$ cat src/rtl/kbd_event_queue.sv
// -----------------------------------------------------------------------------
// kbd_event_queue
//
// Turns the raw PS/2 set-2 scan-byte stream into 16-bit key event words and
// queues them for the CPU.
//
//   Stage 1 (scan_valid edge): prefix FSM (F0 break / E0 extended), modifier
//            tracking (shift, ctrl, caps lock) and registered table lookup.
//   Stage 2 (next edge):       shift/caps selection, raw fallback, FIFO push.
//
// Event word: [15] ext  [14] ctrl  [13] shift  [12] caps  [11] raw
//             [10] break  [9:8] 2'b00  [7:0] ascii (or raw scan byte)
//
// Ports:
//   clk         system clock, all logic on posedge
//   rst         synchronous active-high reset
//   scan_valid  one-cycle strobe, scan_byte holds a new byte
//   scan_byte   raw scan byte from the PS/2 receiver
//   ren         CPU read strobe, pops the head entry when ready=1
//   data        head event word, 16'h0000 when empty (combinational)
//   ready       FIFO non-empty
//   overflow    sticky: an event was dropped because the FIFO was full
//
// Parameters:
//   DEPTH / ADDR_W  FIFO entries (power of two, >= 2) and log2(DEPTH)
//   DECODE_FILE     unshifted scan-to-ASCII table image
//   SHIFT_FILE      shifted scan-to-ASCII table image
//   The US set-2 contents of both images are built in below as constant
//   lookup functions; an empty file name disables that table, so every key
//   that would use it is reported raw.
//
// Optional feature (macro KBD_BREAK_EVENTS_EN):
//   defined   - a break of a non-modifier key also enqueues an event, bit 10 = 1
//   undefined - break codes only update the modifiers; bit 10 is always 0
// -----------------------------------------------------------------------------
module kbd_event_queue #(
    parameter int    DEPTH       = 16,
    parameter int    ADDR_W      = 4,
    parameter string DECODE_FILE = "./data/scan_decode.hex",
    parameter string SHIFT_FILE  = "./data/scan_decode_shift.hex"
) (
    input  logic        clk,
    input  logic        rst,
    input  logic        scan_valid,
    input  logic [7:0]  scan_byte,
    input  logic        ren,
    output logic [15:0] data,
    output logic        ready,
    output logic        overflow
);

    localparam int CNT_W  = ADDR_W + 1;
    localparam bit DEC_EN = (DECODE_FILE != "");
    localparam bit SHF_EN = (SHIFT_FILE != "");

`ifdef KBD_BREAK_EVENTS_EN
    localparam bit BREAK_EVENTS = 1'b1;
`else
    localparam bit BREAK_EVENTS = 1'b0;
`endif

    typedef enum logic [1:0] {
        ST_IDLE    = 2'd0,
        ST_EXT     = 2'd1,
        ST_BRK     = 2'd2,
        ST_EXT_BRK = 2'd3
    } dec_state_t;

    // ---------------------------------------------------------------- tables
    function automatic logic [7:0] decode_unshift(input logic [7:0] code);
        case (code)
            8'h1C: decode_unshift = 8'h61; 8'h32: decode_unshift = 8'h62;
            8'h21: decode_unshift = 8'h63; 8'h23: decode_unshift = 8'h64;
            8'h24: decode_unshift = 8'h65; 8'h2B: decode_unshift = 8'h66;
            8'h34: decode_unshift = 8'h67; 8'h33: decode_unshift = 8'h68;
            8'h43: decode_unshift = 8'h69; 8'h3B: decode_unshift = 8'h6A;
            8'h42: decode_unshift = 8'h6B; 8'h4B: decode_unshift = 8'h6C;
            8'h3A: decode_unshift = 8'h6D; 8'h31: decode_unshift = 8'h6E;
            8'h44: decode_unshift = 8'h6F; 8'h4D: decode_unshift = 8'h70;
            8'h15: decode_unshift = 8'h71; 8'h2D: decode_unshift = 8'h72;
            8'h1B: decode_unshift = 8'h73; 8'h2C: decode_unshift = 8'h74;
            8'h3C: decode_unshift = 8'h75; 8'h2A: decode_unshift = 8'h76;
            8'h1D: decode_unshift = 8'h77; 8'h22: decode_unshift = 8'h78;
            8'h35: decode_unshift = 8'h79; 8'h1A: decode_unshift = 8'h7A;
            8'h45: decode_unshift = 8'h30; 8'h16: decode_unshift = 8'h31;
            8'h1E: decode_unshift = 8'h32; 8'h26: decode_unshift = 8'h33;
            8'h25: decode_unshift = 8'h34; 8'h2E: decode_unshift = 8'h35;
            8'h36: decode_unshift = 8'h36; 8'h3D: decode_unshift = 8'h37;
            8'h3E: decode_unshift = 8'h38; 8'h46: decode_unshift = 8'h39;
            8'h0E: decode_unshift = 8'h60; 8'h4E: decode_unshift = 8'h2D;
            8'h55: decode_unshift = 8'h3D; 8'h54: decode_unshift = 8'h5B;
            8'h5B: decode_unshift = 8'h5D; 8'h5D: decode_unshift = 8'h5C;
            8'h4C: decode_unshift = 8'h3B; 8'h52: decode_unshift = 8'h27;
            8'h41: decode_unshift = 8'h2C; 8'h49: decode_unshift = 8'h2E;
            8'h4A: decode_unshift = 8'h2F; 8'h29: decode_unshift = 8'h20;
            8'h5A: decode_unshift = 8'h0D; 8'h66: decode_unshift = 8'h08;
            8'h0D: decode_unshift = 8'h09; 8'h76: decode_unshift = 8'h1B;
            default: decode_unshift = 8'h00;
        endcase
    endfunction

    // Shifted table: letters are the upper-case form of the unshifted entry,
    // keys without a distinct shifted symbol repeat the unshifted entry.
    function automatic logic [7:0] decode_shift(input logic [7:0] code);
        logic [7:0] u;
        u = decode_unshift(code);
        case (code)
            8'h45: decode_shift = 8'h29; 8'h16: decode_shift = 8'h21;
            8'h1E: decode_shift = 8'h40; 8'h26: decode_shift = 8'h23;
            8'h25: decode_shift = 8'h24; 8'h2E: decode_shift = 8'h25;
            8'h36: decode_shift = 8'h5E; 8'h3D: decode_shift = 8'h26;
            8'h3E: decode_shift = 8'h2A; 8'h46: decode_shift = 8'h28;
            8'h0E: decode_shift = 8'h7E; 8'h4E: decode_shift = 8'h5F;
            8'h55: decode_shift = 8'h2B; 8'h54: decode_shift = 8'h7B;
            8'h5B: decode_shift = 8'h7D; 8'h5D: decode_shift = 8'h7C;
            8'h4C: decode_shift = 8'h3A; 8'h52: decode_shift = 8'h22;
            8'h41: decode_shift = 8'h3C; 8'h49: decode_shift = 8'h3E;
            8'h4A: decode_shift = 8'h3F;
            default: begin
                if (u >= 8'h61 && u <= 8'h7A) begin
                    decode_shift = u - 8'h20;
                end else begin
                    decode_shift = u;
                end
            end
        endcase
    endfunction

    // Receiver housekeeping bytes (self-test, ack, resend, error) never
    // reach the decoder.
    function automatic logic is_ignored(input logic [7:0] code);
        case (code)
            8'h00, 8'hAA, 8'hEE, 8'hFA, 8'hFE, 8'hFF: is_ignored = 1'b1;
            default:                                  is_ignored = 1'b0;
        endcase
    endfunction

    // ---------------------------------------------------------------- stage 1
    dec_state_t state_r, state_nxt_s;
    logic       key_make_s, key_brk_s, key_ext_s;
    logic       shift_r, ctrl_r, caps_r;
    logic       is_shift_s, is_ctrl_s, is_caps_s, is_mod_s;

    // Decoder state register.
    always_ff @(posedge clk) begin
        if (rst) begin
            state_r <= ST_IDLE;
        end else begin
            state_r <= state_nxt_s;
        end
    end

    // Prefix FSM: next state and make/break key strobes.
    always_comb begin
        state_nxt_s = state_r;
        key_make_s  = 1'b0;
        key_brk_s   = 1'b0;
        key_ext_s   = 1'b0;
        if (scan_valid && !is_ignored(scan_byte)) begin
            case (state_r)
                ST_IDLE: begin
                    if (scan_byte == 8'hF0) begin
                        state_nxt_s = ST_BRK;
                    end else if (scan_byte == 8'hE0) begin
                        state_nxt_s = ST_EXT;
                    end else begin
                        key_make_s = 1'b1;
                    end
                end
                ST_EXT: begin
                    if (scan_byte == 8'hE0) begin
                        state_nxt_s = ST_EXT;
                    end else if (scan_byte == 8'hF0) begin
                        state_nxt_s = ST_EXT_BRK;
                    end else begin
                        key_make_s  = 1'b1;
                        key_ext_s   = 1'b1;
                        state_nxt_s = ST_IDLE;
                    end
                end
                ST_BRK: begin
                    if (scan_byte == 8'hE0) begin
                        state_nxt_s = ST_EXT;
                    end else begin
                        key_brk_s   = 1'b1;
                        state_nxt_s = ST_IDLE;
                    end
                end
                ST_EXT_BRK: begin
                    if (scan_byte == 8'hE0) begin
                        state_nxt_s = ST_EXT;
                    end else begin
                        key_brk_s   = 1'b1;
                        key_ext_s   = 1'b1;
                        state_nxt_s = ST_IDLE;
                    end
                end
                default: state_nxt_s = ST_IDLE;
            endcase
        end else begin
            state_nxt_s = state_r;
        end
    end

    // Right ctrl (E0 14) is still ctrl; E0 12 / E0 59 / E0 58 are ordinary keys.
    assign is_shift_s = (scan_byte == 8'h12 || scan_byte == 8'h59) && !key_ext_s;
    assign is_ctrl_s  = (scan_byte == 8'h14);
    assign is_caps_s  = (scan_byte == 8'h58) && !key_ext_s;
    assign is_mod_s   = is_shift_s || is_ctrl_s || is_caps_s;

    // Modifier state: shift/ctrl follow make/break, caps toggles on make only.
    always_ff @(posedge clk) begin
        if (rst) begin
            shift_r <= 1'b0;
            ctrl_r  <= 1'b0;
            caps_r  <= 1'b0;
        end else if (key_make_s) begin
            if (is_shift_s) shift_r <= 1'b1;
            if (is_ctrl_s)  ctrl_r  <= 1'b1;
            if (is_caps_s)  caps_r  <= ~caps_r;
        end else if (key_brk_s) begin
            if (is_shift_s) shift_r <= 1'b0;
            if (is_ctrl_s)  ctrl_r  <= 1'b0;
        end
    end

    logic       ev_valid_r, ev_ext_r, ev_brk_r, ev_ctrl_r, ev_shift_r, ev_caps_r;
    logic [7:0] ev_byte_r, ev_u_r, ev_s_r;

    // Event stage: valid flag is reset so a reset drops an in-flight event.
    always_ff @(posedge clk) begin
        if (rst) begin
            ev_valid_r <= 1'b0;
        end else begin
            ev_valid_r <= (key_make_s || (BREAK_EVENTS && key_brk_s)) && !is_mod_s;
        end
    end

    // Event stage payload: registered table lookup plus the modifier snapshot.
    always_ff @(posedge clk) begin
        ev_ext_r   <= key_ext_s;
        ev_brk_r   <= BREAK_EVENTS && key_brk_s;
        ev_ctrl_r  <= ctrl_r;
        ev_shift_r <= shift_r;
        ev_caps_r  <= caps_r;
        ev_byte_r  <= scan_byte;
        ev_u_r     <= DEC_EN ? decode_unshift(scan_byte) : 8'h00;
        ev_s_r     <= SHF_EN ? decode_shift(scan_byte) : 8'h00;
    end

    // ---------------------------------------------------------------- stage 2
    logic       letter_s, use_s_s, raw_s;
    logic [7:0] sel_s, ascii_s;
    logic [15:0] ev_word_s;

    // Caps lock only inverts shift for letters.
    assign letter_s  = (ev_u_r >= 8'h61) && (ev_u_r <= 8'h7A);
    assign use_s_s   = ev_shift_r ^ (ev_caps_r & letter_s);
    assign sel_s     = use_s_s ? ev_s_r : ev_u_r;
    assign raw_s     = ev_ext_r || (sel_s == 8'h00);
    assign ascii_s   = raw_s ? ev_byte_r : sel_s;
    assign ev_word_s = {ev_ext_r, ev_ctrl_r, ev_shift_r, ev_caps_r,
                        raw_s, ev_brk_r, 2'b00, ascii_s};

    // ---------------------------------------------------------------- FIFO
    logic [15:0]       mem_r [DEPTH];
    logic [ADDR_W-1:0] wr_ptr_r, rd_ptr_r;
    logic [CNT_W-1:0]  count_r;
    logic              overflow_r;
    logic              full_s, empty_s, pop_s, wr_en_s, drop_s;

    assign empty_s = (count_r == CNT_W'(0));
    assign full_s  = (count_r == CNT_W'(DEPTH));
    assign pop_s   = ren && !empty_s;
    // A pop in the same cycle frees the slot, so a full FIFO still accepts.
    assign wr_en_s = ev_valid_r && (!full_s || pop_s);
    assign drop_s  = ev_valid_r && full_s && !pop_s;

    // Storage array; stale contents are hidden by the empty mask on data.
    always_ff @(posedge clk) begin
        if (wr_en_s) begin
            mem_r[wr_ptr_r] <= ev_word_s;
        end
    end

    // Pointers, occupancy and sticky overflow.
    always_ff @(posedge clk) begin
        if (rst) begin
            wr_ptr_r   <= {ADDR_W{1'b0}};
            rd_ptr_r   <= {ADDR_W{1'b0}};
            count_r    <= {CNT_W{1'b0}};
            overflow_r <= 1'b0;
        end else begin
            if (wr_en_s) wr_ptr_r <= wr_ptr_r + ADDR_W'(1);
            if (pop_s)   rd_ptr_r <= rd_ptr_r + ADDR_W'(1);
            case ({wr_en_s, pop_s})
                2'b10:   count_r <= count_r + CNT_W'(1);
                2'b01:   count_r <= count_r - CNT_W'(1);
                default: count_r <= count_r;
            endcase
            if (drop_s) begin
                overflow_r <= 1'b1;
            end else if (pop_s && !wr_en_s && count_r == CNT_W'(1)) begin
                overflow_r <= 1'b0;
            end
        end
    end

    assign ready    = !empty_s;
    assign data     = empty_s ? 16'h0000 : mem_r[rd_ptr_r];
    assign overflow = overflow_r;

endmodule

$ cat config.mk
export PLATFORM = sky130hd
export DESIGN_NAME = kbd_event_queue
export DESIGN_NICKNAME = d
export VERILOG_FILES = /design/src/rtl/kbd_event_queue.sv
export SDC_FILE = /design/constraint.sdc
export NUM_CORES = 1
export LEC_CHECK = 0
export CAP_MARGIN = 20
export CORE_MARGIN = 2
export CORE_UTILIZATION = 40
export CTS_BUF_LIST = sky130_fd_sc_hd__clkbuf_2
export DETAILED_ROUTE_END_ITERATION = 8
export HOLD_SLACK_MARGIN = 0.02
export REMOVE_ABC_BUFFERS = 1
export SYNTH_ARGS = -nofsm -noshare
export SYNTH_HDL_FRONTEND = slang
export SYNTH_SLANG_ARGS = --single-unit
$ cat constraint.sdc
create_clock -name clk -period 6.95 [get_ports clk]
set_input_delay 1.39 -clock clk [delete_from_list [all_inputs] [get_ports clk]]
set_output_delay 1.39 -clock clk [all_outputs]
set_load 0.02 [all_outputs]
======== Word level (Yosys, flattened, before mapping) ========
Memories as Yosys holds them, arrays and structs flattened. A register that Yosys moved wholly into a read port is not among the register bits.
Cells that the tools add are included.
word-level totals
  bits in registers ....................... 48
  RAM bits ................................ 208
  ROM bits ................................ 1792
  memories kept ........................... 3
memories
  name             depth  width  read ports  clocked after Yosys merged registers in  wr ports  RTL line  RTL
  (no name shown)  128    7      1           1                                        0         71        case (code)
  (no name shown)  128    7      1           0                                        0         71
  mem_r            16     13     1           1                                        1         266       logic [15:0] mem_r [DEPTH];
operators by class
  add/sub/neg operators ................... 5
  order comparisons ....................... 4
  eq/ne operators ......................... 40
  muxes and demuxes ....................... 38
  bitwise logic cells ..................... 3
  reductions and logical operators ........ 37
operator list
  operator                                                                          count
  8-bit one-hot mux with 21 select lines                                            1
  8-bit by 7-bit equality test with 1-bit output, second input constant             14
  8-bit equality test, second input constant                                        7
  8-bit by 6-bit equality test with 1-bit output, second input constant             6
  8-bit by 5-bit equality test with 1-bit output, second input constant             4
  8-bit 2-to-1 mux                                                                  4
  1-bit 2-to-1 mux                                                                  22
  8-bit by 7-bit >= comparator with 1-bit output, second input constant             2
  8-bit by 7-bit less-or-equal comparator with 1-bit output, second input constant  2
  8-bit zero test                                                                   2
  16-bit 2-to-1 mux                                                                 1
  1-bit logical AND                                                                 12
  5-bit one-hot mux with 2 select lines                                             1
  4-bit by 1-bit adder with 4-bit output, second input constant                     2
  8-bit by 4-bit equality test with 1-bit output, second input constant             1
  2-bit 2-to-1 mux                                                                  4
  4-bit 2-to-1 mux                                                                  2
  2-bit AND reduction                                                               4
  8-bit by 6-bit subtractor with 8-bit output, second input constant                1
  1-bit zero test                                                                   7
  2-bit equality test, second input constant                                        3
  2-bit one-hot mux with 3 select lines                                             1
  2-bit nonzero test                                                                3
  6-bit OR reduction                                                                1
  14 further kinds                                                                  20

======== Depth between registers and ports, before layout ========
Gate-level depths: netlist (run 1).
  depth in word-level cells ............... 12
  mapped depth ............................ 13
  mapped depth without buffers ............ 11

======== Worst setup path before layout (run 1) ========
OpenSTA, ideal clock, no wires.
  kind .................................... flip-flop to output port
  start point ............................. reg with a tool-made name
  end point ............................... out data[0]
  arrival time ............................ 2.021 ns
  required time ........................... 5.560 ns
  path slack .............................. 3.539 ns
  cell stages (with the launch flop) ...... 6
  cells stage by stage .................... dfxtp_1 > clkbuf_1 > buf_2 > mux4_2 > mux4_2 > nor2b_1
RTL lines
  what           RTL line  RTL
  end, declared  47        output logic [15:0] data,

==> results of run 1 <==
## cell type report
| class | count | area, µm² |
|---|---|---|
| timing repair buffer | 57 | 488 |
| clock buffer | 91 | 455 |
| multi-input combinational | 464 | 4000 |
| inverter | 20 | 75.1 |
| fill | 2638 | 15600 |
| clock inverter | 21 | 134 |
| antenna | 1 | 2.50 |
| tap | 384 | 480 |
| sequential | 259 | 7270 |
## sequential cells by signal, indices dropped and copies added (netlist names), named ones only
name / cells
ctrl_r: 1
overflow: 1
shift_r: 1
ev_s_r: 8
count_r: 5
state_r: 2
ev_byte_r: 8
rd_ptr_r: 4
caps_r: 1
ev_ctrl_r: 1
ev_u_r: 7
ev_valid_r: 1
mem_r: 208
ev_ext_r: 1
ev_caps_r: 1
wr_ptr_r: 4
ev_shift_r: 1
## worst max-delay path by stage
stage	start	to	slack, ps	cells past startpoint
after floorplan	flip-flop	data[0]	2020	3
after global placement	scan_byte[0]	ev_s_r[1]$_DFF_P_	2340	9
after detailed placement	scan_byte[1]	ev_s_r[7]$_DFF_P_	2360	9
after CTS	flip-flop	data[14]	1540	5
after global routing	flip-flop	data[14]	1390	5
final	flip-flop	data[14]	1710	5
## power by group
| group | leakage, nW | internal (mW) | switching (mW) | total (mW) |
|---|---|---|---|---|
| registers | 2.34 | 1.75 | 0.0975 | 1.85 |
| logic | 1.53 | 0.428 | 0.423 | 0.850 |
| clock network | 0.443 | 0.424 | 0.563 | 0.988 |
## through the flow
stage	utilization (%)	power (mW)	hold WS (ps)
floorplan	-	2.44	324
detailed placement	43.0	2.75	338
global placement	43.0	2.74	337
CTS	45.1	3.74	358
finish	45.2	3.69	356
global route	45.2	3.90	371
## critical path, delay by kind of cell, from the launching register on
kind / cells / cell delay (ps)
muxes: 2 / 1040
DFF: 1 / 840
and+or+nand+nor: 1 / 140
buffers and inverters: 2 / 1020
## logic make-up after synthesis
logic type / count (synthesis) / synth area share [%]
AND/OR/NAND/NOR: 236 / 10.4
buffers and inverters: 70 / 2.71
XOR/XNOR: 15 / 1.30
adder cells (fa/ha/maj): 18 / 1.95
other: 1 / 0.0325
flip-flops: 259 / 62.9
multiplexers: 75 / 13.6
AO/OA/AOI/OAI: 117 / 7.11
## cells in the final DEF, fill, tap and decap left out, types with 5 or more instances in the layout
cell type	netlist	layout
o211ai_1	5	5
inv_1	16	16
ha_1	18	18
or3_1	5	5
o22ai_1	7	7
nand3_1	15	15
nor3_2	1	5
nor2b_1	22	22
inv_2	4	5
xor2_1	7	7
a21oi_1	24	24
nor3_1	16	12
nand4_1	7	7
a31oi_1	19	19
o21ai_1	5	5
clkbuf_2	0	91
xnor2_1	7	7
buf_4	5	31
nor4_1	6	6
nor2_1	72	71
dfxtp_1	51	49
nand2b_1	15	15
clkdlybuf4s50_1	0	25
clkinv_1	0	16
mux2i_1	7	7
edfxtp_1	208	208
o21ai_0	12	12
mux4_2	65	65
nand2_1	49	49
## cell usage after synthesis (all sizes together) (18+ instances only)
library cell	count	area, µm²
nor2	73	277
ha	18	225
a21oi	24	120
dfxtp	51	1020
mux4	65	1460
buf	29	159
clkbuf	21	78.8
edfxtp	208	6250
inv	20	75.1
nor2b	22	138
a31oi	19	119
nand2	49	184
## routing by layer
metal  routed length, µm  vias up
met3                1700       54
met4                 611        0
met5                   0        -
met1               11000     3527
li1                    -     3271
met2               12900      286
==> results.md, run 1 <==
- Status: finished, final reports clean
- Root Buffer: clkbuf_2
- Leak: 4.32 nW
- Startpoint Class: flip-flop
- Slew @ Worst Pin: 992 ps
- Post-CTS Setup Inserts: 0
- Yosys reg bits: 259
- Crit-path most repeated cell: mux4_2
- Worst path required time: around 5600 ps
- Crit path cell chain: buf_4 > mux4_2 > mux4_2 > nor2b_1 > clkdlybuf4s50_1
- DR DRC count: 0
- Design area: 12900 µm²
- Fin. Hold Viols: 0
- Dpl ws: 2360 ps
- Synthesized area per cell: 14.6 µm²
- CTS Buffer Depth: 3
- Total gr overflow: 0
- Number of DRC markers in iteration 0: 749
- Final Non-Filler Cells: ~1300
- CTS resizes: 0
- Path depth of the worst reg2reg path: 7
- Asr flop ratio synth: 0%
- CP endpoint kind: output port
- Final RePlAce weighted congestion: 0.944
- Synth unique cells: 75
- CTS H-tree depth: 2
- Placed inst area: between 10000 and 15000 µm²
- Initial antenna violation count: 1
- Combined area of all synthesized cells: 11500 µm²
- Unrepaired setup endpoints after global routing: false
- Min-Delay Path Class: reg -> reg
- Setup TNS Final: 0 ps
- Worst Path Max Fanout: 36
- Hold path endpoint: ev_shift_r$_DFF_P_
- Ys flop type: edfxtp_1
- Global-route track usage on met3: 3.00%
- Area delta synth->final: 11.8%
- Number of I/O pins: 30
- Largest net degree at the start of global routing: between 60 and 70
- Setup-failing EPs final: 0
- Post-synth EDFFs: 208
- Fin crit period: 5240 ps
- Layout cells sized above 1: 23.4%
- Hold Startpoint: shift_r$_SDFFE_PP0P_
- CP peak stage delay: 840 ps
- Post-Syn Instances: 791
- Final Routed Wirelength: approximately 26000 µm
- Antenna-violating nets left: 0
- Max stage delay cell, worst path: dfxtp_4
- GRT Total Usage: 17.4%
- Critical path arrival: 3850 ps
- Initial Utilization: 40.4%
- Final worst slack: approximately 1700 ps
- Die Y: 174 µm
- R2R Path End: mem_r[1][1]$_DFFE_PP_
- # nets final: 892
- 1st-pass router iterations: 6
- CTS tree: yes
- Routed len/inst: 20.2 µm
- Num rows: 62
- Highest clock rate: 191 MHz
- Maximum VDD drop: between 0.0001 and 0.00015 V
- Yosys warnings: 0
- Maxcap violations: 0
- Cell Pwr Density: approximately 290 nW/µm²
- Final period utilization: about 75%
- WS Path Type: reg -> out
- Setup slack, reg-to-reg: 3920 ps
- Worst Hold Depth: 0
- Die ar.: 30200 µm²
- Hold-fix buffers, CTS: 0
- Reg clk slew, reported paths: 100 ps
- Core area: 28500 µm²
- GRT met2 Usage: 29.4%
- Port bufs: 26
- DP HPWL: 16000 µm
- Vias per inst: 5.50
- Vias in the first global route: between 7000 and 8000
- Global-route wire length before repair: 40600 µm
- R2R Path Start: ev_caps_r$_DFF_P_
- Met1 Use GR: 23.0%
- Fin Clk Skew: 54.4 ps
- Slew headroom: 33.8%
- Chip width: 174 µm
- Via count: 7138
- CTS Buf Count: 60
- Global routing's busiest layer: met2
- # placed instances: 1181
- Register area share after synthesis: 62.9%
- Clock sink count: 259
- Fin. max-slew vios: 0
- Worst skew pair latency: 830 ps
Note: power is estimated with default switching activity, not from simulation.
==> run 2, diff against run 1 <==
==> constraint.sdc (replaced) <==
create_clock -name clk -period 5.3 [get_ports clk]
set_input_delay 1.06 -clock clk [delete_from_list [all_inputs] [get_ports clk]]
set_output_delay 1.06 -clock clk [all_outputs]
set_load 0.02 [all_outputs]
==> results.md, run 2 (synthesized netlist as in run 1, its figures left out) <==
- Initial antenna violation count: 1 (unchanged)
- CTS tree: yes
- DP HPWL: 16600 µm (+3.7%)
- Cell Pwr Density: 374 nW/µm² (+31%)
- Vias per inst: 5.45 (-1.1%)
- Max stage delay cell, worst path: dfxtp_4
- 1st-pass router iterations: 5 (-1)
- Highest clock rate: 212 MHz
- Unrepaired setup endpoints after global routing: false
- Routed len/inst: 20.3 µm (+0.35%)
- Vias in the first global route: 7126 (+1.3%)
- Area delta synth->final: 12.1%
- CTS Buf Count: 67 (+12%)
- Worst Path Max Fanout: 27 (-25%)
- Status: finished, final reports clean
- Maxcap violations: 0 (unchanged)
- Fin. Hold Viols: 0 (unchanged)
- Min-Delay Path Class: reg -> reg
- Biggest register: mem_r
- Final RePlAce weighted congestion: 0.938 (-0.69%)
- CTS Buffer Depth: 3 (unchanged)
- CTS resizes: 0 (unchanged)
- Reg clk slew, reported paths: 90 ps (about the same)
- Max reg flops: 208 (unchanged)
- Worst skew pair latency: 810 ps (-20 ps)
- # nets final: 901 (+1.0%)
- Via count: 7079 (-0.83%)
- Fin. max-slew vios: 0 (unchanged)
- Worst hold slack: 364 ps (+7.93 ps)
- Overall power: 4.84 mW (+31%)
- Post-CTS Setup Inserts: 0 (unchanged)
- Setup-failing EPs final: 0 (unchanged)
- Most frequent cells in the layout: 208 x edfxtp_1, 94 x clkbuf_2, 71 x nor2_1, 65 x mux4_2
- Fin Clk Skew: 76.3 ps (+21.9 ps)
- CP endpoint kind: output port
- Root Buffer: clkbuf_2
- Worst path required time: 4240 ps (-1320 ps)
- Number of I/O pins: 30 (unchanged)
- Final Routed Wirelength: 26400 µm (+0.58%)
- Crit path cell chain: buf_12 > mux4_2 > mux4_2 > nor2b_1 > clkdlybuf4s50_1
- Global-route wire length before repair: 41700 µm (+2.7%)
- Critical path arrival: 3660 ps (-190 ps)
- Final period utilization: 89.0%
- GRT Total Usage: 18.0% (+0.55 points)
- Layout cells sized above 1: 23.9% (+0.58 points)
- Initial Utilization: 40.4% (unchanged)
- Clock sink count: 259 (unchanged)
- Chip width: 174 µm (unchanged)
- Leak: 4.34 nW (+0.41%)
- Port bufs: 26 (unchanged)
- CTS H-tree depth: 3 (+1)
- DR DRC count: 0 (unchanged)
- Die Y: 174 µm (unchanged)
- Antenna-violating nets left: 0 (unchanged)
- Largest net degree at the start of global routing: 62 (unchanged)
- CP peak stage delay: 730 ps (-110 ps)
- WS Path Type: reg -> out
- Total gr overflow: 0 (unchanged)
- Setup TNS Final: 0 ps (unchanged)
- Slew @ Worst Pin: 1130 ps (+140 ps)
- Fillers: 2630 (-0.30%)
- Startpoint Class: flip-flop
- Number of DRC markers in iteration 0: 680 (-9.2%)
- Crit-path most repeated cell: mux4_2
- Fin crit period: 4720 ps
- Most common cell after layout, fill and taps aside: edfxtp_1
- Largest registers: mem_r (208), ev_byte_r (8), ev_s_r (8)
- Core area: 28500 µm² (unchanged)
- Slew headroom: 24.1% (-9.7 points)
- Die ar.: 30200 µm² (unchanged)
- Num rows: 62 (unchanged)
- Hold-fix buffers, CTS: 0 (unchanged)
- Maximum VDD drop: 0.000144 V (+28%)
[run 2: cell types whose count changed in the layout (fill, tap and decap cells not counted), sizes merged]
cell and delta:
clkinvlp +1, clkinv -4, buf +1, bufinv -1, clkbuf +4, inv +2
[run 2: power by group]
| part | leakage, nW | switching, mW | internal, mW | total [mW] |
|---|---|---|---|---|
| Clock | 0.442 | 0.762 | 0.524 | 1.29 |
| Combinational | 1.55 | 0.571 | 0.576 | 1.15 |
| Sequential | 2.34 | 0.113 | 2.29 | 2.41 |
[run 2: final cells by class]
cell class / instances / area (µm²) / share of cell area, %
Antenna cell: 1 / 2.50 / 0.0193
Multi-Input combinational cell: 464 / 4000 / 30.9
Inverter: 20 / 75.1 / 0.580
Timing Repair Buffer: 59 / 541 / 4.18
Clock buffer: 94 / 470 / 3.64
Clock inverter: 19 / 103 / 0.793
Sequential cell: 259 / 7270 / 56.2
Tap cell: 384 / 480 / 3.71
[run 2: path summary, 6_finish.rpt]
path / startpoint / end / slack [ps] / cells after the start
worst min register to register: ctrl_r$_SDFFE_PP0P_ / ev_ctrl_r$_DFF_P_ / 360 / 0
worst max-delay path: flip-flop / data[6] / 580 / 5
worst max register to register: count_r[1]$_SDFFE_PP0P_ / count_r[3]$_SDFFE_PP0P_ / 2330 / 10
worst min-delay path: ctrl_r$_SDFFE_PP0P_ / ev_ctrl_r$_DFF_P_ / 360 / 0
[run 2: stage by stage]
step	setup WS, ps	cell area, µm²	instances	utilization [%]
6_report	581	12900	1300	45.3
5_1_grt	341	12900	1300	45.3
4_1_cts	437	12900	1295	45.2
3_5_place_dp	1100	12300	1182	43.2
3_3_place_gp	1150	12300	1181	43.2
2_1_floorplan	695	11300	743	-
[run 2: critical path: cells and delay by family, from the launching register on]
kind | cells | cell delay, ps
buffers and inverters | 2 | 890
DFF | 1 | 730
muxes | 2 | 1020
and+or+nand+nor | 1 | 160
[run 2: layer usage]
layer	wire (µm)	up-vias	GRT usage (%)
met4	739	0	8.33
met5	0	-	0
met3	1480	51	3.32
li1	-	3284	-
met2	13000	249	29.2
met1	11200	3495	23.6
==> run 3, diff against run 2 <==
==> constraint.sdc (replaced) <==
create_clock -name clk -period 5.3 [get_ports clk]
set_input_delay 1.06 -clock clk [delete_from_list [all_inputs] [get_ports clk]]
set_output_delay 1.06 -clock clk [all_outputs]
set_load 0.01 [all_outputs]
==> results.md, run 3 (synthesized netlist as in run 1, its figures left out) <==
- Worst skew pair latency: 800 ps (about the same)
- Overall power: 4.86 mW (+0.37%)
- Final period utilization: 86.7% (-2.3 points)
- Reg clk slew, reported paths: 100 ps (about the same)
- DP HPWL: 16600 µm (-0.41%)
- Slew @ Worst Pin: 1060 ps (-73.2 ps)
- Met2 Wirelength: 12900 µm (about the same)
- Placed inst area: 12300 µm² (-0.10%)
- Leak: 4.37 nW (+0.67%)
- Worst Path Max Fanout: 26 (-3.7%)
- Setup-failing EPs final: 0 (unchanged)
- Startpoint Class: flip-flop
- Fin. Hold Viols: 0 (unchanged)
- Most frequent cells in the layout: 208 x edfxtp_1, 97 x clkbuf_2, 71 x nor2_1, 65 x mux4_2
- Cell Pwr Density: 375 nW/µm² (+0.22%)
- Maxcap violations: 0 (unchanged)
- CTS H-tree depth: 3 (unchanged)
- Register area: 7270 µm² (about the same)
- Number of DRC markers in iteration 0: 644 (-5.3%)
- Fillers: 2611 (-0.72%)
- Via count: 7137 (+0.82%)
- Number of I/O pins: 30 (unchanged)
- Vias in the first global route: 7121 (-0.070%)
- Num rows: 62 (unchanged)
- CTS Buffer Depth: 3 (unchanged)
- Footprint of the multi-input gates: 4000 µm² (unchanged)
- WL met1: 11400 µm (+1.6%)
- Layout cells sized above 1: 24.5% (+0.52 points)
- Chip width: 174 µm (unchanged)
- WS Path Type: reg -> out
- Hold-fix buffers, CTS: 0 (unchanged)
- Fin crit period: 4600 ps (-124 ps)
- GRT Total Usage: 17.7% (-0.24 points)
- Global-route wire length before repair: 41000 µm (-1.5%)
- Antenna-violating nets left: 0 (unchanged)
- Routed len/inst: 20.4 µm (+0.56%)
- Max reg flops: 208 (unchanged)
- DR DRC count: 0 (unchanged)
- CTS Buf Count: 68 (+1.5%)
- CP endpoint kind: output port
- Core area: 28500 µm² (unchanged)
- Critical path arrival: 3540 ps (-120 ps)
- Initial antenna violation count: 1 (unchanged)
- Slew headroom: 29.4% (+5.3 points)
- Area delta synth->final: 12.2%
- Design area: 13000 µm² (+0.15%)
- Unrepaired setup endpoints after global routing: false
- Largest net degree at the start of global routing: 62 (unchanged)
- Min-Delay Path Class: reg -> reg
- Worst path required time: 4240 ps (about the same)
- Clock sink count: 259 (unchanged)
- Most common cell after layout, fill and taps aside: edfxtp_1
- Largest registers: mem_r (208), ev_byte_r (8), ev_s_r (8)
- Post-CTS Setup Inserts: 0 (unchanged)
- Worst hold slack: 360 ps (-3.13 ps)
- Root Buffer: clkbuf_2
- Die ar.: 30200 µm² (unchanged)
- Port bufs: 26 (unchanged)
- Total gr overflow: 0 (unchanged)
- 1st-pass router iterations: 5 (unchanged)
- Setup TNS Final: 0 ps (unchanged)
- CTS resizes: 0 (unchanged)
- Final RePlAce weighted congestion: 0.917 (-2.3%)
- Highest metal used: met4
- Highest clock rate: 218 MHz (+2.7%)
- Status: finished, final reports clean
- Fin Clk Skew: 87.0 ps (+10.7 ps)
- Final Routed Wirelength: 26600 µm (+0.94%)
- CTS tree: yes
- Initial Utilization: 40.4% (unchanged)
- Biggest register: mem_r
- Die Y: 174 µm (unchanged)
- Met3 WL post-DR: 1660 µm (+12%)
- Fin. max-slew vios: 0 (unchanged)
- Vias per inst: 5.47 (+0.43%)
- # nets final: 904 (+0.33%)
- Maximum VDD drop: 0.000120 V (-17%)
run 3: final cells by class:
type | count | share of cell area (%)
multi-input cells | 464 | 30.8
flip-flops and latches | 259 | 56.1
diodes | 1 | 0.0193
inverters | 20 | 0.579
repair buffers | 61 | 4.00
clock buffers | 97 | 3.75
well taps | 384 | 3.71
clock inverters | 19 | 0.985
run 3: power breakdown:
| group | total [mW] | internal, mW | switching [mW] |
|---|---|---|---|
| combinational | 1.09 | 0.571 | 0.516 |
| clock | 1.36 | 0.586 | 0.770 |
| sequential | 2.41 | 2.29 | 0.120 |
run 3: worst paths after layout:
kind,start,to,slack [ps],depth (start not counted)
max reg2reg,count_r[1]$_SDFFE_PP0P_,count_r[3]$_SDFFE_PP0P_,2240,10
min reg2reg,shift_r$_SDFFE_PP0P_,ev_shift_r$_DFF_P_,360,0
max,flip-flop,data[14],700,5
min,shift_r$_SDFFE_PP0P_,ev_shift_r$_DFF_P_,360,0
run 3: layer usage:
layer	global-route usage, %	vias up
li1	-	3285
met1	23.4	3517
met2	28.9	279
met3	3.94	56
met4	6.76	0
met5	0	-
run 3: per-stage QoR:
| step | setup slack (ps) | std cells | utilization, % |
|---|---|---|---|
| after floorplan | 731 | 743 | - |
| after global placement | 1020 | 1183 | 43.1 |
| after detailed placement | 1010 | 1185 | 43.2 |
| after CTS | 539 | 1301 | 45.3 |
| after global routing | 434 | 1305 | 45.4 |
| final | 704 | 1305 | 45.4 |
run 3: critical path, stage by stage (launching register included):
cell,delay [ps]
dfxtp_4,690
buf_4,360
mux4_2,530
mux4_2,480
nor2b_1,140
clkdlybuf4s50_1,510
